## config.mk

```make
export PLATFORM = sky130hd
export DESIGN_NAME = pet_status_engine
export DESIGN_NICKNAME = d
export VERILOG_FILES = /design/src/rtl/pet_status_engine.sv
export SDC_FILE = /design/constraint.sdc
export NUM_CORES = 1
export LEC_CHECK = 0
export ABC_CLOCK_PERIOD_IN_PS = 10600
export BUFFER_PORTS_ARGS = -buffer_cell sky130_fd_sc_hd__buf_2
export CAP_MARGIN = 20
export CORE_ASPECT_RATIO = 1.75
export CORE_MARGIN = 2
export CORE_UTILIZATION = 65
export DETAILED_ROUTE_END_ITERATION = 8
export PLACE_DENSITY = 0.81
export SYNTH_ARGS = -nofsm -noshare
export SYNTH_HDL_FRONTEND = slang
export SYNTH_SLANG_ARGS = --single-unit
```

## constraint.sdc

```tcl
create_clock -name clk -period 10.6 [get_ports clk]
set_input_delay 0.53 -clock clk [delete_from_list [all_inputs] [get_ports clk]]
set_output_delay 0.53 -clock clk [all_outputs]
set_load 0.03 [all_outputs]
```

## src/rtl/pet_status_engine.sv

```systemverilog
// Pet activity state machine and saturating food/joy/energy counters
// feeding the LCD status display; all outputs are registered.
module pet_status_engine #(
    parameter int MAX_VALUE     = 5,
    parameter int NUM_FACES     = 9,
    parameter int FOOD_DECAY    = 10,
    parameter int JOY_DECAY     = 8,
    parameter int ENERGY_DECAY  = 12,
    parameter int SLEEP_RECOVER = 4,
    parameter int ANIM_TICKS    = 3,
    parameter int STARVE_TICKS  = 20,
    localparam int FW = $clog2(NUM_FACES),
    localparam int SW = $clog2(MAX_VALUE)
) (
    input  logic          clk,
    input  logic          reset,
    input  logic          tick,
    input  logic          btn_feed,
    input  logic          btn_play,
    input  logic          btn_sleep,
    output logic [FW-1:0] face,
    output logic [SW-1:0] food_value,
    output logic [SW-1:0] joy_value,
    output logic [SW-1:0] energy_value,
    output logic          pet_dead
);

    localparam int CW = 8;
    localparam int WW = SW + 2;

    localparam logic [SW-1:0] MAXV = SW'(MAX_VALUE);
    localparam logic [SW-1:0] HIV  = SW'(MAX_VALUE - 1);
    localparam logic [SW-1:0] LOWV = SW'(1);
    localparam logic signed [WW-1:0] MAXW = WW'(MAX_VALUE);

    localparam logic [CW-1:0] FOOD_L   = CW'(FOOD_DECAY - 1);
    localparam logic [CW-1:0] JOY_L    = CW'(JOY_DECAY - 1);
    localparam logic [CW-1:0] ENERGY_L = CW'(ENERGY_DECAY - 1);
    localparam logic [CW-1:0] RECOV_L  = CW'(SLEEP_RECOVER - 1);
    localparam logic [CW-1:0] ANIM_L   = CW'(ANIM_TICKS - 1);
    localparam logic [CW-1:0] STARVE_P = CW'(STARVE_TICKS);

    localparam logic [FW-1:0] F_HAPPY   = FW'(0);
    localparam logic [FW-1:0] F_NEUTRAL = FW'(1);
    localparam logic [FW-1:0] F_SAD     = FW'(2);
    localparam logic [FW-1:0] F_HUNGRY  = FW'(3);
    localparam logic [FW-1:0] F_TIRED   = FW'(4);
    localparam logic [FW-1:0] F_EATING  = FW'(5);
    localparam logic [FW-1:0] F_PLAYING = FW'(6);
    localparam logic [FW-1:0] F_SLEEP   = FW'(7);
    localparam logic [FW-1:0] F_DEAD    = FW'(8);

    typedef enum logic [2:0] {
        S_AWAKE, S_EATING, S_PLAYING, S_SLEEPING, S_DEAD
    } state_t;

    state_t state, state_n;
    logic [SW-1:0] food, joy, energy;
    logic [SW-1:0] food_n, joy_n, energy_n;
    logic [CW-1:0] food_cnt, joy_cnt, energy_cnt, recov_cnt, anim_cnt, starve_cnt;
    logic [CW-1:0] food_cnt_n, joy_cnt_n, energy_cnt_n, recov_cnt_n, anim_cnt_n, starve_cnt_n;
    logic food_hit, joy_hit, energy_hit, recov_hit, anim_hit;
    logic awake, sleeping, animating;
    logic act_sleep, act_feed, act_play;
    logic [FW-1:0] face_c;
    logic signed [WW-1:0] food_w, joy_w, energy_w;

    function automatic logic [CW-1:0] next_cnt(input logic [CW-1:0] c,
                                               input logic en,
                                               input logic hit);
        if (!en)
            return c;
        return hit ? '0 : c + CW'(1);
    endfunction

    function automatic logic [SW-1:0] clamp(input logic signed [WW-1:0] v);
        if (v < 0)
            return '0;
        if (v > MAXW)
            return MAXV;
        return v[SW-1:0];
    endfunction

    assign food_value   = food;
    assign joy_value    = joy;
    assign energy_value = energy;

    always_comb begin
        awake     = (state == S_AWAKE);
        sleeping  = (state == S_SLEEPING);
        animating = (state == S_EATING) || (state == S_PLAYING);

        act_sleep = awake && btn_sleep;
        act_feed  = awake && btn_feed && !btn_sleep;
        act_play  = awake && btn_play && !btn_sleep && !btn_feed && (energy != '0);

        food_hit   = tick && (awake || sleeping) && (food_cnt == FOOD_L);
        joy_hit    = tick && awake && (joy_cnt == JOY_L);
        energy_hit = tick && awake && (energy_cnt == ENERGY_L);
        recov_hit  = tick && sleeping && (recov_cnt == RECOV_L);
        anim_hit   = tick && animating && (anim_cnt == ANIM_L);

        food_cnt_n   = next_cnt(food_cnt, tick && (awake || sleeping), food_hit);
        joy_cnt_n    = next_cnt(joy_cnt, tick && awake, joy_hit);
        energy_cnt_n = next_cnt(energy_cnt, tick && awake, energy_hit);
        recov_cnt_n  = next_cnt(recov_cnt, tick && sleeping, recov_hit);
        anim_cnt_n   = next_cnt(anim_cnt, tick && animating, anim_hit);

        // Decay and button gain merge in one wider sum before clamping
        food_w   = WW'(food) - WW'(food_hit) + (act_feed ? WW'(2) : WW'(0));
        joy_w    = WW'(joy) - WW'(joy_hit) + WW'(act_play);
        energy_w = WW'(energy) - WW'(energy_hit) - WW'(act_play) + WW'(recov_hit);
        food_n   = clamp(food_w);
        joy_n    = clamp(joy_w);
        energy_n = clamp(energy_w);

        starve_cnt_n = starve_cnt;
        if (food != '0)
            starve_cnt_n = '0;
        else if (tick)
            starve_cnt_n = starve_cnt + CW'(1);

        state_n = state;
        unique case (state)
            S_AWAKE: begin
                if (act_sleep)
                    state_n = S_SLEEPING;
                else if (act_feed)
                    state_n = S_EATING;
                else if (act_play)
                    state_n = S_PLAYING;
            end
            S_EATING, S_PLAYING: begin
                if (anim_hit)
                    state_n = S_AWAKE;
            end
            S_SLEEPING: begin
                if (btn_sleep || (tick && energy_n == MAXV))
                    state_n = S_AWAKE;
            end
            default: state_n = S_DEAD;
        endcase
        if (starve_cnt_n >= STARVE_P)
            state_n = S_DEAD;

        face_c = F_NEUTRAL;
        unique case (state)
            S_DEAD:     face_c = F_DEAD;
            S_SLEEPING: face_c = F_SLEEP;
            S_PLAYING:  face_c = F_PLAYING;
            S_EATING:   face_c = F_EATING;
            default: begin
                if (food <= LOWV)
                    face_c = F_HUNGRY;
                else if (energy <= LOWV)
                    face_c = F_TIRED;
                else if (joy <= LOWV)
                    face_c = F_SAD;
                else if (food >= HIV && joy >= HIV && energy >= HIV)
                    face_c = F_HAPPY;
            end
        endcase
    end

    always_ff @(posedge clk) begin
        if (reset) begin
            state      <= S_AWAKE;
            food       <= MAXV;
            joy        <= MAXV;
            energy     <= MAXV;
            food_cnt   <= '0;
            joy_cnt    <= '0;
            energy_cnt <= '0;
            recov_cnt  <= '0;
            anim_cnt   <= '0;
            starve_cnt <= '0;
            face       <= F_HAPPY;
            pet_dead   <= 1'b0;
        end else begin
            face     <= face_c;
            pet_dead <= (state == S_DEAD);
            // DEAD freezes every stat and counter
            if (state != S_DEAD) begin
                state      <= state_n;
                food       <= food_n;
                joy        <= joy_n;
                energy     <= energy_n;
                food_cnt   <= food_cnt_n;
                joy_cnt    <= joy_cnt_n;
                energy_cnt <= energy_cnt_n;
                recov_cnt  <= recov_cnt_n;
                anim_cnt   <= anim_cnt_n;
                starve_cnt <= starve_cnt_n;
            end
        end
    end

endmodule
```

==> run_results.csv <==
group,metric,value,unit
run_status,outcome,"completed",
cells_and_area,drive_above_1_share,0.116,
yosys,synth_top_family_by_area,"simple AND/OR/NAND/NOR gates",
clocking,cts_max_level,3,
cells_and_area,diodes,0,
clocking,cts-root-buf,"clkbuf_8",
sta,clock.fmax,245,MHz
cells_and_area,syn_to_final_growth,6.75,%
routing,dr.pass1.iters,4,
global_routing,track_usage,0.274,
place,place_congestion,0.858,
routing,drc,0,
clocking,numCtsBuffers,9,
cells_and_area,fillCellCount,483,
floorplanning,die_area,0.00644,mm^2
global_routing,grt_pass1_wl,13700,um
setup_path,worst-path-buf-inv,2,
sta,fin_skew,10.4,ps
sta,rsz0062_at_grt,"false",
clocking,hold_buffers,0,
setup_path,critPathLaunchType,"flop",
floorplanning,start_util,0.674,
global_routing,grt_pass1_vias,3167,
yosys,syn_avg_cell_area,8.32,um^2
yosys,synth-simple-area-share,0.287,
setup_path,path_delay_family,"simple AND/OR/NAND/NOR gates",
flow_run,cap_violations,0,
power_and_ir_drop,powerDensity,148,mW/mm^2
setup_path,path_class,"reg2reg",
floorplanning,die_y,105,um
yosys,ys_types,73,
routing,wl_per_cell,15.0,um
yosys,yosysWarnings,0,
sta,setup_viol,0,
yosys,synth.cell_area,0.00376,mm^2
power_and_ir_drop,power,0.594,mW
sta,whs,478,ps
yosys,ys_ff_latch,64,
setup_path,cp_slowest_cell,"nor4b_4",
yosys,synth_compound_area_frac,0.148,
routing,vias_per_cell,6.07,
routing,drtIter0Drc,140,
yosys,syn-num-nets,481,
setup_path,crit_required,10880,ps
setup_path,crit_arrival,4360,ps
global_routing,grt_overflow_total,0,
yosys,synthFlopType,"dfxtp_1",
yosys,synthMuxAreaShare,0.00532,
yosys,postSynth.asyncResetShare,0,
clocking,cts.sinks,64,
sta,fin_setup_tns,0,ps
floorplanning,coreArea,0.00559,mm^2
cells_and_area,multiInputGateArea,0.00231,mm^2
floorplanning,dieWidth,61.5,um
routing,vias,3289,
power_and_ir_drop,p_leak,1.63,nW
global_routing,antenna_found_initial,0,
power_and_ir_drop,peakVddDrop,0.000110,V
routing,wl,8130,um
setup_path,critPathCaptureType,"flop",
cells_and_area,nets,491,
setup_path,crit_chain,"nor4b_4, nand2_2, nor4_4, ha_1, ha_1, inv_1, ha_1, inv_1, fa_1, xor2_1, o2111ai_1, or3_1, nand3_1, o21ai_0, a21boi_1",
cells_and_area,seqCellArea,0.00128,mm^2
yosys,postSynthCellCount,452,
yosys,synth_xor_area_frac,0.0951,
floorplanning,row_count,36,
clocking,cts.repair.resized,0,
place,place_hpwl,5910,um
sta,worstMarginPinSlew,747,ps
sta,hold_violations,0,
global_routing,grt_max_degree,42,
sta,post-route-period-util,0.385,
clocking,clk_pin_slew,80,ps
setup_path,crit_path_max_fanout,16,
yosys,ys_seq_area_frac,0.341,
sta,period_minus_slack,4080,ps
setup_path,slowest_delay,520,ps
clocking,insertion_delay,350,ps
floorplanning,num_io_pins,20,
clocking,cts_tree,"yes",
sta,drv_slew,0,
yosys,synth_fa_ha_area_frac,0.0785,
clocking,postCtsSetupBuffers,0,
clocking,ctsLongestPathBuffers,2,
cells_and_area,post-route-util,0.719,
routing,antenna_left,0,
sta,slew-limit-headroom,0.502,
place,port_buffers,19,
setup_path,path_common_cell,"ha_1",
yosys,synth_edf_count,0,
worst_hold_path,hold_path_class,"reg2reg",
-- sequential cells by signal, summed over array words and instances (netlist names) --
name          cells
recov_cnt         8
energy_value      3
food_cnt          8
anim_cnt          8
state             3
energy_cnt        8
starve_cnt        8
joy_value         3
food_value        3
joy_cnt           8
face              4
-- cell usage after synthesis (all sizes together), types with 3 or more instances --
cell    count  area [um^2]
nor2       67          272
dfxtp      64         1280
nand2      36          140
xor2       30          263
a21oi      29          145
ha         22          275
o21ai      19         95.1
inv        17         63.8
nor3       16         91.3
nand3      15         75.1
clkbuf     11         42.5
nand4      11         75.1
xnor2      10         95.1
buf         9         65.1
and3        8         50.1
or3         6         37.5
or2         5         31.3
a22oi       4         30.0
a31oi       4         25.0
and2        4         25.0
nor2b       4         25.0
a21o        3         22.5
nand2b      3         18.8
nand3b      3         22.5
nand4b      3         26.3
nor3b       3         22.5
nor4        3         40.0
nor4b       3         41.3
o211ai      3         22.5
-- area by class of cell --
class | instances | area share
clock buffer | 11 | 0.0377
timing repair buffer | 19 | 0.0237
multi-input combinational | 351 | 0.575
tap | 76 | 0.0237
inverter | 17 | 0.0159
clock inverter | 4 | 0.00498
sequential | 64 | 0.319
-- logic make-up after synthesis --
logic type | Yosys count
AO/OA/AOI/OAI | 87
XOR/XNOR | 40
adder cells (fa/ha/maj) | 23
buffers and inverters | 37
flip-flops | 64
multiplexers | 2
AND/OR/NAND/NOR | 199
-- layer usage --
| layer | vias up | routed length, um | global-route usage |
|---|---|---|---|
| li1 | 1620 | - | - |
| met1 | 1577 | 3160 | 0.300 |
| met2 | 69 | 4420 | 0.477 |
| met3 | 23 | 317 | 0.0606 |
| met4 | 0 | 235 | 0.122 |
| met5 | - | 0 | 0 |
-- worst paths after layout --
kind | from | to | slack, ps | depth (start not counted)
setup / recovery | state[2] | state[0] | 6520 | 15
hold / removal | recov_cnt[1] | recov_cnt[1] | 480 | 2
setup reg to reg | state[2] | state[0] | 6520 | 15
hold reg to reg | recov_cnt[1] | recov_cnt[1] | 480 | 2
-- stage by stage --
stage	instances	instance area (um^2)	setup WS, ps
after global placement	527	3840	6460
after floorplan	452	3760	6980
after CTS	542	4020	6540
after global routing	542	4020	6180
final	542	4020	6520
after detailed placement	527	3840	6330
-- report_power, final --
group / total (mW) / switching, mW / internal, mW
clock network: 0.187 / 0.0929 / 0.0946
logic: 0.128 / 0.0776 / 0.0503
registers: 0.279 / 0.0232 / 0.256
total: 0.594 / 0.194 / 0.401
-- placed cells by master (no fill, tap or decap), drive strengths merged, types with 4 or more instances in the layout --
cell,instances
a31oi,4
and3,8
inv,17
xor2,30
clkinv,4
nor3,16
nand3,15
o21ai,19
ha,22
buf,19
dfxtp,64
a21oi,29
nand2,36
nand4,11
clkbuf,11
and2,4
or3,6
a22oi,4
xnor2,10
nor2,67
or2,5
nor2b,4
-- worst reg2reg max path, stage by stage, from the launching register on --
cell and delay [ps]:
dfxtp_1 500, nor4b_4 530, nand2_2 150, nor4_4 330, ha_1 300, ha_1 300
inv_1 60, ha_1 180, inv_1 70, fa_1 430, xor2_1 310, o2111ai_1 150
or3_1 330, nand3_1 120, o21ai_0 80, a21boi_1 160
(Power assumes the default switching activity.)
